$ cat src/rtl/uart_cmd_wrapper_if.sv
// ----------------------------------------------------------------------------
// uart_cmd_wrapper_if
//   Bundles every non-clock/reset signal of uart_cmd_wrapper.
//
//   slave  : the wrapper's view (receives UART/consumer requests, drives
//            the command, strobes and transmit byte).
//   master : the surrounding system's view (UART receiver/transmitter and
//            command processor).
//
//   rx_rdy      UART receiver holds a valid byte
//   rx_data     received byte
//   clr_rx_rdy  byte-accept strobe back to the receiver
//   cmd         assembled command {opcode, byte 2, byte 3}
//   cmd_rdy     cmd holds a complete, unconsumed command
//   clr_cmd_rdy consumer releases cmd
//   resp_data   response byte to transmit
//   send_resp   request to transmit resp_data
//   resp_sent   one-cycle pulse, response byte fully transmitted
//   trmt        one-cycle start pulse to the UART transmitter
//   tx_data     byte presented to the UART transmitter
//   tx_done     UART transmitter finished its byte
// ----------------------------------------------------------------------------
interface uart_cmd_wrapper_if;
    logic        rx_rdy;
    logic [7:0]  rx_data;
    logic        clr_rx_rdy;
    logic [23:0] cmd;
    logic        cmd_rdy;
    logic        clr_cmd_rdy;
    logic [7:0]  resp_data;
    logic        send_resp;
    logic        resp_sent;
    logic        trmt;
    logic [7:0]  tx_data;
    logic        tx_done;

    modport slave (
        input  rx_rdy, rx_data, clr_cmd_rdy, resp_data, send_resp, tx_done,
        output clr_rx_rdy, cmd, cmd_rdy, resp_sent, trmt, tx_data
    );

    modport master (
        output rx_rdy, rx_data, clr_cmd_rdy, resp_data, send_resp, tx_done,
        input  clr_rx_rdy, cmd, cmd_rdy, resp_sent, trmt, tx_data
    );
endinterface

$ cat src/rtl/uart_cmd_wrapper.sv
// ----------------------------------------------------------------------------
// uart_cmd_wrapper
//   Assembles three received UART bytes into a 24-bit command and hands
//   single response bytes to a UART transmitter.
//
//   Receive path : BYTE_HI -> BYTE_MID -> BYTE_LO -> CMD_FULL. While the
//                  command is full, received bytes are left pending
//                  (backpressure) until the consumer pulses clr_cmd_rdy.
//   Transmit path: TX_IDLE / TX_BUSY, independent of the receive path.
//
//   Ports:
//     clk    system clock, rising edge
//     rst_n  asynchronous active-low reset
//     bus    uart_cmd_wrapper_if.slave (see interface file for signals)
//
//   Parameter:
//     TIMEOUT_CYCLES  inter-byte timeout in clk cycles (timeout build only)
//
//   Build option:
//     CMD_TIMEOUT_EN  when defined, a partial frame is discarded if the next
//                     byte does not arrive within TIMEOUT_CYCLES cycles.
//                     When undefined, the FSM waits indefinitely.
// ----------------------------------------------------------------------------
module uart_cmd_wrapper #(
    parameter logic [19:0] TIMEOUT_CYCLES = 20'd500000
) (
    input  logic               clk,
    input  logic               rst_n,
    uart_cmd_wrapper_if.slave  bus
);

    typedef enum logic [1:0] {
        BYTE_HI,
        BYTE_MID,
        BYTE_LO,
        CMD_FULL
    } rx_state_t;

    typedef enum logic {
        TX_IDLE,
        TX_BUSY
    } tx_state_t;

    rx_state_t   rx_state;
    tx_state_t   tx_state;

    logic [23:0] cmd_q;
    logic        cmd_rdy_q;
    logic [7:0]  tx_data_q;
    logic        trmt_q;
    logic        resp_sent_q;

    logic        rx_accept;
    logic        timeout;

    // A byte is taken whenever the frame is not yet full. The reset term
    // keeps the strobe quiet while the block is held in reset.
    assign rx_accept      = rst_n && bus.rx_rdy && (rx_state != CMD_FULL);
    assign bus.clr_rx_rdy = rx_accept;

    assign bus.cmd        = cmd_q;
    assign bus.cmd_rdy    = cmd_rdy_q;
    assign bus.tx_data    = tx_data_q;
    assign bus.trmt       = trmt_q;
    assign bus.resp_sent  = resp_sent_q;

`ifdef CMD_TIMEOUT_EN
    logic [19:0] idle_cnt;

    // A byte arriving in the expiry cycle wins over the timeout.
    assign timeout = ((rx_state == BYTE_MID) || (rx_state == BYTE_LO)) &&
                     !bus.rx_rdy &&
                     (idle_cnt == TIMEOUT_CYCLES - 20'd1);

    always_ff @(posedge clk or negedge rst_n) begin
        if (!rst_n) begin
            idle_cnt <= '0;
        end else if (rx_accept || timeout) begin
            idle_cnt <= '0;
        end else if ((rx_state == BYTE_MID) || (rx_state == BYTE_LO)) begin
            idle_cnt <= idle_cnt + 20'd1;
        end
    end
`else
    assign timeout = 1'b0;

    // The parameter is kept on the port list so both builds share one
    // instantiation; it carries no logic here.
    logic unused_timeout_cycles;
    assign unused_timeout_cycles = ^TIMEOUT_CYCLES;
`endif

    // ------------------------------------------------------------------
    // Receive FSM: byte capture and command hand-off.
    // cmd is never cleared outside reset, so the consumer may still read it
    // after releasing cmd_rdy.
    // ------------------------------------------------------------------
    always_ff @(posedge clk or negedge rst_n) begin
        if (!rst_n) begin
            rx_state  <= BYTE_HI;
            cmd_q     <= '0;
            cmd_rdy_q <= 1'b0;
        end else begin
            // NOTE: non-blocking assignments here so every register samples
            // the pre-edge values, independent of statement order.
            case (rx_state)
                BYTE_HI: begin
                    if (rx_accept) begin
                        cmd_q[23:16] <= bus.rx_data;
                        rx_state     <= BYTE_MID;
                    end
                end
                BYTE_MID: begin
                    if (rx_accept) begin
                        cmd_q[15:8] <= bus.rx_data;
                        rx_state    <= BYTE_LO;
                    end else if (timeout) begin
                        rx_state <= BYTE_HI;
                    end
                end
                BYTE_LO: begin
                    if (rx_accept) begin
                        cmd_q[7:0] <= bus.rx_data;
                        cmd_rdy_q  <= 1'b1;
                        rx_state   <= CMD_FULL;
                    end else if (timeout) begin
                        rx_state <= BYTE_HI;
                    end
                end
                CMD_FULL: begin
                    // A byte pending now is taken from BYTE_HI next cycle.
                    if (bus.clr_cmd_rdy) begin
                        cmd_rdy_q <= 1'b0;
                        rx_state  <= BYTE_HI;
                    end
                end
                default: begin
                    rx_state <= BYTE_HI;
                end
            endcase
        end
    end

    // ------------------------------------------------------------------
    // Transmit FSM: one response byte at a time.
    // trmt and resp_sent default low each cycle, so each is a single pulse.
    // ------------------------------------------------------------------
    always_ff @(posedge clk or negedge rst_n) begin
        if (!rst_n) begin
            tx_state    <= TX_IDLE;
            tx_data_q   <= '0;
            trmt_q      <= 1'b0;
            resp_sent_q <= 1'b0;
        end else begin
            trmt_q      <= 1'b0;
            resp_sent_q <= 1'b0;
            case (tx_state)
                TX_IDLE: begin
                    if (bus.send_resp) begin
                        tx_data_q <= bus.resp_data;
                        trmt_q    <= 1'b1;
                        tx_state  <= TX_BUSY;
                    end
                end
                TX_BUSY: begin
                    if (bus.tx_done) begin
                        resp_sent_q <= 1'b1;
                        tx_state    <= TX_IDLE;
                    end
                end
                default: begin
                    tx_state <= TX_IDLE;
                end
            endcase
        end
    end

endmodule

$ cat src/flat_wrapper.sv
// flat-port wrapper written by rule: the top's interface ports become plain ports
module uart_cmd_wrapper_flat 
#(
    parameter logic [19:0] TIMEOUT_CYCLES = 20'd500000
)
  (clk, rst_n, bus_rx_rdy, bus_rx_data, bus_clr_cmd_rdy, bus_resp_data, bus_send_resp, bus_tx_done, bus_clr_rx_rdy, bus_cmd, bus_cmd_rdy, bus_resp_sent, bus_trmt, bus_tx_data);
  uart_cmd_wrapper_if bus_i ();
  input  logic clk;
  input  logic rst_n;
  input wire logic [$bits(bus_i.rx_rdy)-1:0] bus_rx_rdy;
  input wire logic [$bits(bus_i.rx_data)-1:0] bus_rx_data;
  input wire logic [$bits(bus_i.clr_cmd_rdy)-1:0] bus_clr_cmd_rdy;
  input wire logic [$bits(bus_i.resp_data)-1:0] bus_resp_data;
  input wire logic [$bits(bus_i.send_resp)-1:0] bus_send_resp;
  input wire logic [$bits(bus_i.tx_done)-1:0] bus_tx_done;
  output wire logic [$bits(bus_i.clr_rx_rdy)-1:0] bus_clr_rx_rdy;
  output wire logic [$bits(bus_i.cmd)-1:0] bus_cmd;
  output wire logic [$bits(bus_i.cmd_rdy)-1:0] bus_cmd_rdy;
  output wire logic [$bits(bus_i.resp_sent)-1:0] bus_resp_sent;
  output wire logic [$bits(bus_i.trmt)-1:0] bus_trmt;
  output wire logic [$bits(bus_i.tx_data)-1:0] bus_tx_data;
  assign bus_i.rx_rdy = bus_rx_rdy;
  assign bus_i.rx_data = bus_rx_data;
  assign bus_i.clr_cmd_rdy = bus_clr_cmd_rdy;
  assign bus_i.resp_data = bus_resp_data;
  assign bus_i.send_resp = bus_send_resp;
  assign bus_i.tx_done = bus_tx_done;
  assign bus_clr_rx_rdy = bus_i.clr_rx_rdy;
  assign bus_cmd = bus_i.cmd;
  assign bus_cmd_rdy = bus_i.cmd_rdy;
  assign bus_resp_sent = bus_i.resp_sent;
  assign bus_trmt = bus_i.trmt;
  assign bus_tx_data = bus_i.tx_data;
  uart_cmd_wrapper #(.TIMEOUT_CYCLES(TIMEOUT_CYCLES)) u_core (.clk(clk), .rst_n(rst_n), .bus(bus_i));
endmodule
$ cat config.mk
export PLATFORM = sky130hd
export DESIGN_NAME = uart_cmd_wrapper_flat
export DESIGN_NICKNAME = d
export VERILOG_FILES = /design/src/rtl/uart_cmd_wrapper_if.sv /design/src/rtl/uart_cmd_wrapper.sv /design/src/flat_wrapper.sv
export SDC_FILE = /design/constraint.sdc
export NUM_CORES = 1
export LEC_CHECK = 0
export BUFFER_PORTS_ARGS = -buffer_cell sky130_fd_sc_hd__buf_2
export CAP_MARGIN = 30
export CORE_MARGIN = 1
export CORE_UTILIZATION = 33
export CTS_BUF_LIST = sky130_fd_sc_hd__clkbuf_16
export CTS_CLUSTER_DIAMETER = 60
export DETAILED_ROUTE_END_ITERATION = 8
export GPL_TIMING_DRIVEN = 0
export HOLD_SLACK_MARGIN = 0.1
export PLACE_DENSITY = 0.53
export SLEW_MARGIN = 20
export SYNTH_ARGS = -nofsm -noshare
export SYNTH_HDL_FRONTEND = slang
export SYNTH_SLANG_ARGS = --single-unit
$ cat constraint.sdc
create_clock -name clk -period 1.9 [get_ports clk]
set_clock_uncertainty 0.05 [all_clocks]
set_input_delay 0.285 -clock clk [delete_from_list [all_inputs] [get_ports clk]]
set_output_delay 0.285 -clock clk [all_outputs]
set_load 0.05 [all_outputs]
==> results.cfg, run 1 <==
[clock_network]
cts_buffer_depth = 2
cts_made_buffers = 5
path_clk_slew_ns = 0.05
postCtsSetupBuffers = 0
clk_latency_ns = 0.27
clockRootBuffer = clkbuf_16
cts_tree = yes
numClockSinks = 38
htreeDepth = 2

[global_routing]
grt-ovfl-total = 0
grt.total_usage_pct = 14.2
grt_pass1_vias = 1064
grt_pass1_wl_um = 5560
grt_max_degree = 39
antenna_found_initial = 0

[sta]
tightest_slew_ns = 0.306
slew_violations = 0
fmax_mhz = 544
relSlewSlack_pct = 79.6
rsz0062_at_grt = false
finalCriticalPeriod_ns = 1.84
setup_viol = 0
hold_violations = 0
hold_ws_ns = 0.192
post-route-period-util_pct = 96.8
finalWorstSetupSlack_ns = 0.0610

[detailed_routing]
drtIter0Drc = 36
postRouteWirelength_um = 3380
wl_per_cell_um = 14.5
viasPerCell = 4.36
drtPass1Iterations = 4
postRouteAntennaNets = 0
drc = 0
vias = 1015

[floorplan]
die-area_um2 = 5410
core_area_um2 = 4820
row_count = 25
start_util_pct = 35.1
io_pins = 58
die_w_um = 73.5
fp.dieH_um = 73.5

[setup_path]
crit_start = rst_n
crit_family = buffers and inverters
reg2reg_slack_ns = 0.19
crit_slowest_cell = dlygate4sd3_1
path_max_fanout = 5
crit_chain = dlygate4sd3_1 > buf_4 > and3b_2 > buf_12 > buf_8
crit_type = in2out
critPathMaxStageDelay_ns = 0.54
path_buf_inv = 4
crit_arrival_ns = 1.50
worstReg2RegEnd = u_core.rx_state[1]
worstReg2RegStart = u_core.rx_state[0]
cp.required_ns = 1.56
cp-start-kind = input port
end_kind = primary output
reg2reg_depth = 5

[yosys]
yosys_warnings = 0
avgSynthCellArea_um2 = 17.1
synth_area_um2 = 1690
ys_ff_latch = 38
syn_nets = 127
ys_seq_area_share_pct = 56.3
syn_inst = 99
yosysUniqueCellTypes = 18

[finish]
postLayoutCellArea_um2 = 2240
fin_cells = 233
antenna_cells = 0
syn_to_final_growth_pct = 32.7
nets = 193
final_layout_size_suffix_gt1_share_pct = 64.5

[flow_run]
maxCapViolations = 0

[placement]
dp_worst_setup_slack_ns = -0.203
place.gp.congestion = 0.736
place_hpwl_um = 2360
place_inst = 223
dpl_cell_area_um2 = 2060
io_buffers = 57

[power]
p_leak_uw = 0.00116
power_density_nw_per_um2 = 2060
peakVddDrop_v = 0.000891

[status]
outcome = complete, no violations

[hold_path]
worstHoldStart = bus_send_resp
hold_path_depth = 3
hold_path.class = in2reg
hold_end = u_core.tx_state
==> state kept, by name, indices dropped and copies added, names as in the netlist <==
register,flops
u_core.bus.cmd,24
u_core.bus.cmd_rdy,1
u_core.bus.resp_sent,1
u_core.bus.trmt,1
u_core.bus.tx_data,8
u_core.rx_state,2
u_core.tx_state,1
==> Yosys cell counts <==
cell       instances  area (um2)
and3b_2            1        10.0
dfrtp_1           38         951
buf_2              1        5.00
nor2b_1            1        6.26
nor3_2             1        10.0
a31oi_1            1        6.26
a2bb2oi_1          1        8.76
mux2i_1            1        10.0
nand2_8            3        60.1
mux2_2             8        90.1
and2_1             1        6.26
ha_1               6        75.1
mux2_4            25         375
inv_1              4        15.0
buf_12             1        20.0
o22ai_4            1        20.0
a21oi_1            1        5.00
nor2_1             4        15.0
==> area by class of cell <==
cell class / count / area, um2
flip-flops and latches: 38 / 952
plain buffers: 2 / 25.0
fillers: 448 / 2570
inverters: 4 / 15.0
multi-input cells: 55 / 701
repair buffers: 59 / 328
clock buffers: 5 / 125
clock inverters: 3 / 12.5
well taps: 67 / 83.8
==> repair_timing <==
item | 4_1_cts | 5_1_grt
gates cloned | 0 | 0
endpoints found under the hold margin | 38 | 0
endpoints found under the setup margin | 1 | 1
pin swaps | 0 | 1
hold buffers | 2 | 0
resized for setup | 2 | 4
==> placed cells by master, fill, tap and decap left out <==
| cell type | n |
|---|---|
| a21oi_1 | 1 |
| a2bb2oi_1 | 1 |
| a31oi_1 | 1 |
| and2_1 | 1 |
| and3b_2 | 1 |
| buf_12 | 2 |
| buf_2 | 56 |
| buf_4 | 1 |
| buf_8 | 1 |
| clkbuf_16 | 5 |
| clkinv_1 | 1 |
| clkinv_2 | 1 |
| dfrtp_1 | 37 |
| dfrtp_2 | 1 |
| dlygate4sd3_1 | 1 |
| ha_1 | 5 |
| ha_2 | 1 |
| inv_1 | 5 |
| mux2_2 | 8 |
| mux2_4 | 25 |
| mux2i_1 | 1 |
| nand2_8 | 3 |
| nor2_1 | 4 |
| nor2b_1 | 1 |
| nor3_2 | 1 |
| o22ai_4 | 1 |
==> worst register-to-register path: cells and delay by family (launching register included) <==
kind / cells / cell delay, ns
buffers and inverters: 1 / 0.12
and+or+nand+nor: 1 / 0.28
AOI/OAI and AO/OA: 1 / 0.11
muxes: 1 / 0.30
adders and majority gates: 1 / 0.32
DFF: 1 / 0.41
==> where the power goes <==
group          internal (uW)  total [uW]  switching (uW)
Combinational            848        2490            1640
Sequential              1160        1360             205
Clock                    473         764             291
Total                   2480        4620            2140
==> cell families (layout without fill, tap and decap cells) <==
logic type,after synthesis,after routing,share of synthesized area [%]
buffers and inverters,6,73,2.37
AND/OR/NAND/NOR,11,11,6.37
flip-flops,38,38,56.3
multiplexers,34,34,28.1
adder cells (fa/ha/maj),6,6,4.44
AO/OA/AOI/OAI,4,4,2.37
==> metal layers <==
metal | vias to the layer above | global-route usage, % | part of all wire, %
li1 | 474 | - | -
met5 | - | 0 | 0
met3 | 4 | 4.66 | 6.7
met2 | 44 | 23.0 | 46
met1 | 493 | 17.6 | 46
met4 | 0 | 5.13 | 0.74
==> through the flow <==
stage | total power [uW] | utilization (%) | TNS [ns]
5_1_grt | 4850 | 46.5 | 0
2_1_floorplan | 3330 | - | 0
4_1_cts | 4650 | 46.3 | 0
6_report | 4620 | 46.5 | 0
3_5_place_dp | 3850 | 42.7 | -4.86
3_3_place_gp | 3800 | 42.7 | -3.41
==> how the worst max path moves through the flow <==
stage	cells past startpoint	endpoint
global placement	5	u_core.bus.cmd[2]
floorplan	5	u_core.bus.cmd[0]
finish	5	bus_clr_rx_rdy
global route	5	bus_clr_rx_rdy
CTS	5	bus_clr_rx_rdy
detailed placement	5	u_core.bus.cmd[2]
No activity file was read; power rests on OpenSTA's default activity.
==> run 2: changes to the inputs <==
--- a/config.mk
+++ b/config.mk
@@ -8,13 +8,13 @@
 export BUFFER_PORTS_ARGS = -buffer_cell sky130_fd_sc_hd__buf_2
 export CAP_MARGIN = 30
 export CORE_MARGIN = 1
-export CORE_UTILIZATION = 33
+export CORE_UTILIZATION = 35
 export CTS_BUF_LIST = sky130_fd_sc_hd__clkbuf_16
 export CTS_CLUSTER_DIAMETER = 60
 export DETAILED_ROUTE_END_ITERATION = 8
 export GPL_TIMING_DRIVEN = 0
 export HOLD_SLACK_MARGIN = 0.1
-export PLACE_DENSITY = 0.53
+export PLACE_DENSITY = 0.55
 export SLEW_MARGIN = 20
 export SYNTH_ARGS = -nofsm -noshare
 export SYNTH_HDL_FRONTEND = slang
==> run 2 against run 1 <==
Clock-buffer cell count did not move. Die area down 5.6%. Largest cell class unchanged. Routed wire length down 0.65%. Largest power group unchanged. Register-to-register slack worse by 0.06 ns. Critical path type unchanged.
==> results.cfg, run 2 (synthesis results as in run 1) <==
[status]
outcome = complete, no violations

[detailed_routing]
drc = 0
drtPass1Iterations = 4
wl_per_cell_um = 15.2
postRouteAntennaNets = 0
vias = 1042
drtIter0Drc = 32
viasPerCell = 4.74
postRouteWirelength_um = 3350

[sta]
tightest_slew_ns = 0.305
setup_viol = 0
relSlewSlack_pct = 79.7
finalWorstSetupSlack_ns = 0.0766
hold_violations = 0
finalCriticalPeriod_ns = 1.82
hold_ws_ns = 0.189
post-route-period-util_pct = 96.0
slew_violations = 0
rsz0062_at_grt = false
fmax_mhz = 548

[clock_network]
htreeDepth = 2
clk_latency_ns = 0.28
cts_buffer_depth = 2
cts_made_buffers = 5
cts_tree = yes
clockRootBuffer = clkbuf_16
numClockSinks = 38
path_clk_slew_ns = 0.05

[finish]
seq_area_um2 = 952
fin_cells = 220
antenna_cells = 0
fillers = 406
syn_to_final_growth_pct = 33.3
nets = 195
final_util_pct = 50.0
largest_reg_flops = 24
final_cell_mix = buf_2, dfrtp_1, mux2_4
final_common_cell = buf_2
multi_input_area_um2 = 698
final_layout_size_suffix_gt1_share_pct = 64.9

[floorplan]
io_pins = 58
start_util_pct = 37.5
fp.dieH_um = 71.5
row_count = 24
die_w_um = 71.5
core_area_um2 = 4500
die-area_um2 = 5110

[global_routing]
grt_max_degree = 39
grt_pass1_vias = 1072
grt_pass1_wl_um = 5490
grt-ovfl-total = 0
grt.total_usage_pct = 14.6
antenna_found_initial = 0

[placement]
place_inst = 208
dp_worst_setup_slack_ns = -0.190
place_hpwl_um = 2390
place.gp.congestion = 0.670
io_buffers = 57

[power]
p_leak_uw = 0.00117
peakVddDrop_v = 0.00101
sw_frac_of_total_pct = 46.3
seq_power_share_pct = 29.3
power_density_nw_per_um2 = 2070
power_frac_comb_pct = 53.9
p_switching_uw = 2160
internal_power_uw = 2500
power.share.clock_pct = 16.8

[setup_path]
end_kind = primary output
crit_arrival_ns = 1.49
crit_slowest_cell = dlygate4sd3_1
crit_chain = dlygate4sd3_1 > buf_4 > and3b_2 > buf_12 > buf_8
crit_type = in2out
cp.required_ns = 1.56
path_max_fanout = 4
critPathMaxStageDelay_ns = 0.53
reg2reg_depth = 6
cp-start-kind = input port

[flow_run]
maxCapViolations = 0

[hold_path]
hold_path_depth = 2
hold_path.class = in2reg
## run 2: cell count changes in the layout (fill, tap and decap cells not counted), sizes merged
cell | previous run | this run
inv | 5 | 4
buf | 60 | 62
clkinvlp | 0 | 1
## run 2: layout make-up
cell class / instances / area share, %
Clock buffer: 5 / 5.56
Tap cell: 52 / 2.89
Multi-Input combinational cell: 55 / 31.0
Buffer: 2 / 1.11
Timing Repair Buffer: 61 / 15.8
Inverter: 4 / 0.667
Clock inverter: 3 / 0.722
Sequential cell: 38 / 42.3
## run 2: critical path, delay by kind of cell
family / cells / cell delay (ns)
buffers and inverters: 4 / 0.96
AND/OR/NAND/NOR: 1 / 0.23
## run 2: timing repair
item / CTS / global route
buffers inserted: 0 / 2
pin swaps: 0 / 0
resized for setup: 3 / 2
hold buffers: 2 / 0
endpoints found under the hold margin: 38 / 0
endpoints found under the setup margin: 1 / 1
## run 2: through the flow
stage / area, um2 / power, uW / setup TNS (ns)
global placement: 2040 / 3800 / -3.49
finish: 2250 / 4650 / 0
detailed placement: 2040 / 3860 / -4.60
CTS: 2220 / 4680 / 0
global route: 2250 / 4870 / 0
floorplan: 1690 / 3330 / 0
## run 2: metal layers
metal / global-route usage, % / vias up / routed length (um)
met5: 0 / - / 0
met4: 5.23 / 0 / 40
met3: 4.50 / 5 / 185
met2: 25.0 / 40 / 1700
met1: 17.3 / 517 / 1430
li1: - / 480 / -
## run 2: final timing paths
path	from	to	slack (ns)
setup / recovery	rst_n	bus_clr_rx_rdy	0.08
max in group asynchronous	rst_n	u_core.rx_state[0]	1.11
min in group asynchronous	rst_n	u_core.rx_state[0]	0.50
hold / removal	bus_resp_data[4]	u_core.bus.tx_data[4]	0.19
setup reg to reg	u_core.rx_state[0]	u_core.bus.cmd[1]	0.13
hold reg to reg	u_core.bus.tx_data[4]	u_core.bus.tx_data[4]	0.45
## run 2: power groups by stage
stage / Combinational [uW] / Sequential (uW) / Clock, uW
after floorplan: 872 / 2450 / 0
after global placement: 2450 / 1350 / 0
after detailed placement: 2490 / 1370 / 0
after CTS: 2510 / 1360 / 806
after global routing: 2620 / 1410 / 838
final: 2510 / 1360 / 781
